**config.mk**
```make
export PLATFORM = sky130hd
export DESIGN_NAME = vga_sync_gen_flat
export DESIGN_NICKNAME = d
export VERILOG_FILES = /design/src/rtl/vga_sync_if.sv /design/src/rtl/vga_sync_gen.sv /design/src/flat_wrapper.sv
export SDC_FILE = /design/constraint.sdc
export NUM_CORES = 1
export LEC_CHECK = 0
export BUFFER_PORTS_ARGS = -buffer_cell sky130_fd_sc_hd__buf_2
export CORE_UTILIZATION = 45
export DETAILED_ROUTE_END_ITERATION = 10
export PLACE_DENSITY_LB_ADDON = 0.12
export SYNTH_ARGS = -nofsm -noshare
export SYNTH_HDL_FRONTEND = slang
export SYNTH_SLANG_ARGS = --single-unit
```
**constraint.sdc**
```tcl
create_clock -name clk -period 2.5 [get_ports clk]
set_input_delay 0.75 -clock clk [delete_from_list [all_inputs] [get_ports clk]]
set_output_delay 0.75 -clock clk [all_outputs]
set_load 0.02 [all_outputs]
```
**src/rtl/vga_sync_if.sv**
```systemverilog
// Beam-position and pixel-output bundle between the VGA timing generator
// (master) and the pixel generator / pad logic (slave).
interface vga_sync_if;
    logic       en;
    logic [5:0] rgb_in;
    logic [9:0] hpos;
    logic [9:0] vpos;
    logic       active;
    logic       line_start;
    logic       frame_start;
    logic [7:0] uo_vga;

    modport master (
        input  en, rgb_in,
        output hpos, vpos, active, line_start, frame_start, uo_vga
    );

    modport slave (
        output en, rgb_in,
        input  hpos, vpos, active, line_start, frame_start, uo_vga
    );
endinterface

```
**src/rtl/vga_sync_gen.sv**
```systemverilog
// VGA pixel/line counters plus the registered TinyVGA PMOD output byte;
// colour is masked to zero outside the visible area.
module vga_sync_gen #(
    parameter int H_ACTIVE = 640,
    parameter int H_FP     = 16,
    parameter int H_SYNC   = 96,
    parameter int H_BP     = 48,
    parameter int V_ACTIVE = 480,
    parameter int V_FP     = 10,
    parameter int V_SYNC   = 2,
    parameter int V_BP     = 33,
    parameter bit SYNC_POL = 1'b0
) (
    input  logic       clk,
    input  logic       rst,
    vga_sync_if.master bus
);

    // 11-bit bounds so a sync window ending exactly at 1024 still compares correctly.
    localparam logic [10:0] H_ACT_END  = 11'(H_ACTIVE);
    localparam logic [10:0] H_SYNC_BEG = 11'(H_ACTIVE + H_FP);
    localparam logic [10:0] H_SYNC_END = 11'(H_ACTIVE + H_FP + H_SYNC);
    localparam logic [9:0]  H_LAST     = 10'(H_ACTIVE + H_FP + H_SYNC + H_BP - 1);
    localparam logic [10:0] V_ACT_END  = 11'(V_ACTIVE);
    localparam logic [10:0] V_SYNC_BEG = 11'(V_ACTIVE + V_FP);
    localparam logic [10:0] V_SYNC_END = 11'(V_ACTIVE + V_FP + V_SYNC);
    localparam logic [9:0]  V_LAST     = 10'(V_ACTIVE + V_FP + V_SYNC + V_BP - 1);
    localparam logic [7:0]  UO_RESET   = {~SYNC_POL, 3'b000, ~SYNC_POL, 3'b000};

    logic [9:0]  h;
    logic [9:0]  v;
    logic [7:0]  uo;
    logic [10:0] h_x;
    logic [10:0] v_x;
    logic        active;
    logic        hs_i;
    logic        vs_i;
    logic        hs_pin;
    logic        vs_pin;
    logic [5:0]  rgb_m;

    assign h_x    = {1'b0, h};
    assign v_x    = {1'b0, v};
    assign active = (h_x < H_ACT_END) && (v_x < V_ACT_END);
    assign hs_i   = (h_x >= H_SYNC_BEG) && (h_x < H_SYNC_END);
    assign vs_i   = (v_x >= V_SYNC_BEG) && (v_x < V_SYNC_END);
    assign hs_pin = hs_i ~^ SYNC_POL;
    assign vs_pin = vs_i ~^ SYNC_POL;
    assign rgb_m  = active ? bus.rgb_in : 6'b000000;

    always_ff @(posedge clk or posedge rst) begin
        // NOTE: non-blocking assignments so every register samples the pre-edge
        // counter values; the output byte then describes the same pixel as the colour.
        if (rst) begin
            h  <= '0;
            v  <= '0;
            uo <= UO_RESET;
        end else if (bus.en) begin
            uo <= {hs_pin, rgb_m[0], rgb_m[2], rgb_m[4],
                   vs_pin, rgb_m[1], rgb_m[3], rgb_m[5]};
            if (h == H_LAST) begin
                h <= '0;
                v <= (v == V_LAST) ? 10'd0 : v + 10'd1;
            end else begin
                h <= h + 10'd1;
            end
        end
    end

    // Strobes are not gated by en; consumers qualify them.
    assign bus.hpos        = h;
    assign bus.vpos        = v;
    assign bus.active      = active;
    assign bus.line_start  = (h == 10'd0);
    assign bus.frame_start = (h == 10'd0) && (v == 10'd0);
    assign bus.uo_vga      = uo;

endmodule

```
**src/flat_wrapper.sv**
```systemverilog
// flat-port wrapper written by rule: the top's interface ports become plain ports
module vga_sync_gen_flat 
#(
    parameter int H_ACTIVE = 640,
    parameter int H_FP     = 16,
    parameter int H_SYNC   = 96,
    parameter int H_BP     = 48,
    parameter int V_ACTIVE = 480,
    parameter int V_FP     = 10,
    parameter int V_SYNC   = 2,
    parameter int V_BP     = 33,
    parameter bit SYNC_POL = 1'b0
)
  (clk, rst, bus_en, bus_rgb_in, bus_hpos, bus_vpos, bus_active, bus_line_start, bus_frame_start, bus_uo_vga);
  vga_sync_if bus_i ();
  input  logic clk;
  input  logic rst;
  input wire logic [$bits(bus_i.en)-1:0] bus_en;
  input wire logic [$bits(bus_i.rgb_in)-1:0] bus_rgb_in;
  output wire logic [$bits(bus_i.hpos)-1:0] bus_hpos;
  output wire logic [$bits(bus_i.vpos)-1:0] bus_vpos;
  output wire logic [$bits(bus_i.active)-1:0] bus_active;
  output wire logic [$bits(bus_i.line_start)-1:0] bus_line_start;
  output wire logic [$bits(bus_i.frame_start)-1:0] bus_frame_start;
  output wire logic [$bits(bus_i.uo_vga)-1:0] bus_uo_vga;
  assign bus_i.en = bus_en;
  assign bus_i.rgb_in = bus_rgb_in;
  assign bus_hpos = bus_i.hpos;
  assign bus_vpos = bus_i.vpos;
  assign bus_active = bus_i.active;
  assign bus_line_start = bus_i.line_start;
  assign bus_frame_start = bus_i.frame_start;
  assign bus_uo_vga = bus_i.uo_vga;
  vga_sync_gen #(.H_ACTIVE(H_ACTIVE), .H_FP(H_FP), .H_SYNC(H_SYNC), .H_BP(H_BP), .V_ACTIVE(V_ACTIVE), .V_FP(V_FP), .V_SYNC(V_SYNC), .V_BP(V_BP), .SYNC_POL(SYNC_POL)) u_core (.clk(clk), .rst(rst), .bus(bus_i));
endmodule
```
==> load_flow_metrics.sql <==
INSERT INTO impl_metrics (metric_group, metric, value, unit) VALUES
('floorplan', 'core_area', '3080', 'sq um'),
('global_routing', 'grt_use_total', '21.3', '%'),
('logic_synthesis', 'synth-warning-count', '0', ''),
('placement', 'buffer_ports.inserted', '39', ''),
('power_and_ir_drop', 'share_comb_of_total_power', '32.3', '%'),
('route', 'viasPerCell', '5.27', ''),
('floorplan', 'placementRows', '20', ''),
('timing', 'setup_viol_count_final', '0', ''),
('global_routing', 'grt_max_degree', '29', ''),
('clocking', 'cts_buffers', '3', ''),
('logic_synthesis', 'postSynthCellCount', '155', ''),
('global_routing', 'grt-ovfl-total', '0', ''),
('clocking', 'clkLatencyLatePin', '0.32', 'ns'),
('power_and_ir_drop', 'power.share.clock', '22.5', '%'),
('worst_setup_path', 'worst-path-max-fanout', '7', ''),
('clocking', 'clk_transition_reported_paths', '0.15', 'ns'),
('layout', 'syn_to_final_growth', '23.4', '%'),
('route', 'detailedRoute.firstPassIterationCount', '4', ''),
('worst_setup_path', 'path_class', 'reg -> out', ''),
('worst_setup_path', 'timing.reg2reg.setup_slack', '0.48', 'ns'),
('power_and_ir_drop', 'irDropWorstVdd', '0.000634', 'V'),
('min_path', 'hold_class', 'in -> async', ''),
('logic_synthesis', 'ys.flop_type', 'sky130_fd_sc_hd__dfrtp_1', ''),
('power_and_ir_drop', 'p_int', '848', 'uW'),
('worst_setup_path', 'cp-start-kind', 'register', ''),
('floorplan', 'die_w', '59.0', 'um'),
('placement', 'gpl.final_weighted_congestion', '0.872', ''),
('route', 'post-route-drc-count', '0', ''),
('layout', 'final_area', '1810', 'sq um'),
('logic_synthesis', 'async_flop_share', '100', '%'),
('clocking', 'hold_buffers', '0', ''),
('logic_synthesis', 'yosys.cell_count.top_type', 'sky130_fd_sc_hd__dfrtp_1', ''),
('logic_synthesis', 'synth-edff-count', '0', ''),
('placement', 'placement.cell_area', '1700', 'sq um'),
('global_routing', 'first_global_vias', '1215', ''),
('route', 'detail-route-antenna-nets', '0', ''),
('timing', 'timing_hold_violations_final', '0', ''),
('status', 'status', 'finished, final reports clean', ''),
('logic_synthesis', 'synth.cell_area', '1460', 'sq um'),
('power_and_ir_drop', 'power.total', '1.31', 'mW'),
('timing', 'fin_crit', '2.49', 'ns'),
('logic_synthesis', 'syn_area_per_cell', '9.44', 'sq um'),
('logic_synthesis', 'yosys.area.top_type', 'sky130_fd_sc_hd__dfrtp_1', ''),
('power_and_ir_drop', 'power.share.sequential', '45.2', '%'),
('logic_synthesis', 'synth_top_cells_by_count', 'sky130_fd_sc_hd__dfrtp_1 (26), sky130_fd_sc_hd__nand2_1 (16), sky130_fd_sc_hd__inv_1 (15), sky130_fd_sc_hd__nand3_1 (11), sky130_fd_sc_hd__nor2_1 (10)', ''),
('logic_synthesis', 'synthesis.nets', '168', ''),
('route', 'detail_route.wl_per_cell', '13.5', 'um'),
('timing', 'skew', '0.00373', 'ns'),
('global_routing', 'antenna_found_initial', '0', ''),
('clocking', 'numClockSinks', '28', ''),
('floorplan', 'die_height', '59.0', 'um'),
('layout', 'antenna_cells', '0', ''),
('flow_run', 'max_cap_viol_count', '0', ''),
('timing', 'worst-slew-pin-transition', '0.359', 'ns'),
('timing', 'rsz0062_at_grt', 'yes', ''),
('floorplan', 'die-area', '3490', 'sq um'),
('timing', 'slew-limit-headroom', '76.0', '%'),
('floorplan', 'ioPinCount', '40', ''),
('floorplan', 'initial_core_utilization', '47.6', '%'),
('layout', 'layout.nets', '214', ''),
('global_routing', 'grt_first_pass_wirelength', '5640', 'um'),
('power_and_ir_drop', 'power-per-cell-area', '727', 'nW/um^2'),
('logic_synthesis', 'synth_largest_type_area_fraction', '44.4', '%'),
('power_and_ir_drop', 'p_switching', '465', 'uW'),
('timing', 'maxClockFrequency', '402', 'MHz'),
('logic_synthesis', 'synth_area_leaders', 'sky130_fd_sc_hd__dfrtp_1 (44%), sky130_fd_sc_hd__nand2_1 (4.1%), sky130_fd_sc_hd__inv_1 (3.8%)', ''),
('layout', 'layout-drive-gt1-share', '31.0', '%'),
('worst_setup_path', 'cp_data_required_time', '1.75', 'ns'),
('timing', 'slew_viol_final', '0', ''),
('clocking', 'clock_tree.buffer_depth', '2', ''),
('clocking', 'cts.root.buffer_cell', 'sky130_fd_sc_hd__clkbuf_4', '');
-- kinds of logic after synthesis --
kind of cell,after synthesis,synth area share [%]
XOR/XNOR,10,5.98
flip-flops,28,48.0
AO/OA/AOI/OAI,22,8.29
AND/OR/NAND/NOR,68,26.3
adder cells (fa/ha/maj),4,3.42
multiplexers,2,1.45
buffers and inverters,21,6.49
-- sequential cells by signal, indices dropped and copies added, names as in the netlist --
register and cells:
u_core.bus.hpos 10, u_core.bus.uo_vga 8, u_core.bus.vpos 10
-- power by group through the flow --
| stage | Combinational, mW | Sequential, mW | Clock (mW) |
|---|---|---|---|
| 2_1_floorplan | 0.217 | 0.663 | 0 |
| 3_3_place_gp | 0.377 | 0.610 | 0 |
| 3_5_place_dp | 0.384 | 0.615 | 0 |
| 4_1_cts | 0.424 | 0.593 | 0.302 |
| 5_1_grt | 0.468 | 0.606 | 0.325 |
| 6_report | 0.425 | 0.593 | 0.295 |
-- per-stage QoR --
step / util, % / instances / setup TNS, ns / worst slack (ns) / hold WS [ns]
3_3_place_gp: 55.2 / 235 / 0 / 0.253 / 0.480
5_1_grt: 58.7 / 244 / -0.0766 / -0.0766 / 0.458
6_report: 58.7 / 244 / 0 / 0.0134 / 0.455
4_1_cts: 57.9 / 242 / 0 / 0.0119 / 0.465
3_5_place_dp: 55.2 / 235 / 0 / 0.245 / 0.482
2_1_floorplan: - / 155 / 0 / 0.0453 / 0.516
-- placed cells by master, fill, tap and decap left out --
master	n
sky130_fd_sc_hd__a21oi_1	6
sky130_fd_sc_hd__and3_1	7
sky130_fd_sc_hd__and4_1	3
sky130_fd_sc_hd__and4b_2	1
sky130_fd_sc_hd__buf_2	38
sky130_fd_sc_hd__buf_4	9
sky130_fd_sc_hd__bufinv_16	1
sky130_fd_sc_hd__clkbuf_4	3
sky130_fd_sc_hd__dfrtp_1	25
sky130_fd_sc_hd__dfrtp_2	1
sky130_fd_sc_hd__dfstp_2	2
sky130_fd_sc_hd__ha_1	4
sky130_fd_sc_hd__inv_1	15
sky130_fd_sc_hd__mux2_2	1
sky130_fd_sc_hd__mux2i_1	1
sky130_fd_sc_hd__nand2_1	16
sky130_fd_sc_hd__nand3_1	11
sky130_fd_sc_hd__nand3_4	1
sky130_fd_sc_hd__nand3b_1	1
sky130_fd_sc_hd__nand4_1	7
sky130_fd_sc_hd__nor2_1	10
sky130_fd_sc_hd__nor2_8	1
sky130_fd_sc_hd__nor2b_2	1
sky130_fd_sc_hd__nor3_1	3
sky130_fd_sc_hd__nor4_1	2
sky130_fd_sc_hd__nor4_2	1
sky130_fd_sc_hd__nor4b_2	1
sky130_fd_sc_hd__o21ai_0	8
sky130_fd_sc_hd__o22ai_1	7
sky130_fd_sc_hd__o31ai_1	1
sky130_fd_sc_hd__or2_2	1
sky130_fd_sc_hd__or4_1	1
sky130_fd_sc_hd__xnor2_1	6
sky130_fd_sc_hd__xor2_1	4
-- per-layer routing --
layer / vias up / global-route usage (%) / wire length, um
met1: 621 / 28.2 / 1480
met2: 32 / 35.7 / 1660
met4: 0 / 7.82 / 19
met3: 2 / 3.06 / 125
met5: - / 0 / 0
li1: 630 / - / -
-- area by class of cell --
class,instances,area (sq um)
well taps,44,55.1
fillers,295,1270
multi-input cells,106,681
inverters,15,56.3
clock buffers,3,22.5
repair buffers,47,258
flip-flops and latches,28,704
clock inverters,1,30.0
-- final timing paths --
kind / start / end / cells past startpoint
min: rst / u_core.bus.uo_vga[1] / 3
max reg2reg: u_core.bus.hpos[0] / u_core.bus.vpos[9] / 6
min reg2reg: u_core.bus.uo_vga[3] / u_core.bus.uo_vga[3] / 2
max: u_core.bus.vpos[0] / bus_frame_start / 6
min in group clk: u_core.bus.uo_vga[3] / u_core.bus.uo_vga[3] / 2
max in group asynchronous: rst / u_core.bus.uo_vga[7] / 3
-- worst max-delay path, stage by stage (launching register included) --
cell and delay [ns]:
sky130_fd_sc_hd__dfrtp_2 0.47, sky130_fd_sc_hd__inv_1 0.07, sky130_fd_sc_hd__ha_1 0.14, sky130_fd_sc_hd__nor2b_2 0.15
sky130_fd_sc_hd__nand3_1 0.10, sky130_fd_sc_hd__nor4_2 0.29, sky130_fd_sc_hd__buf_4 0.19
-- repair_timing --
item	4_1_cts	5_1_grt
pin swaps	2	1
hold endpoints to repair	0	0
gates resized for setup	2	3
buffers inserted	3	2
setup endpoints to repair	1	3
Power figures use the tool's default switching activity.
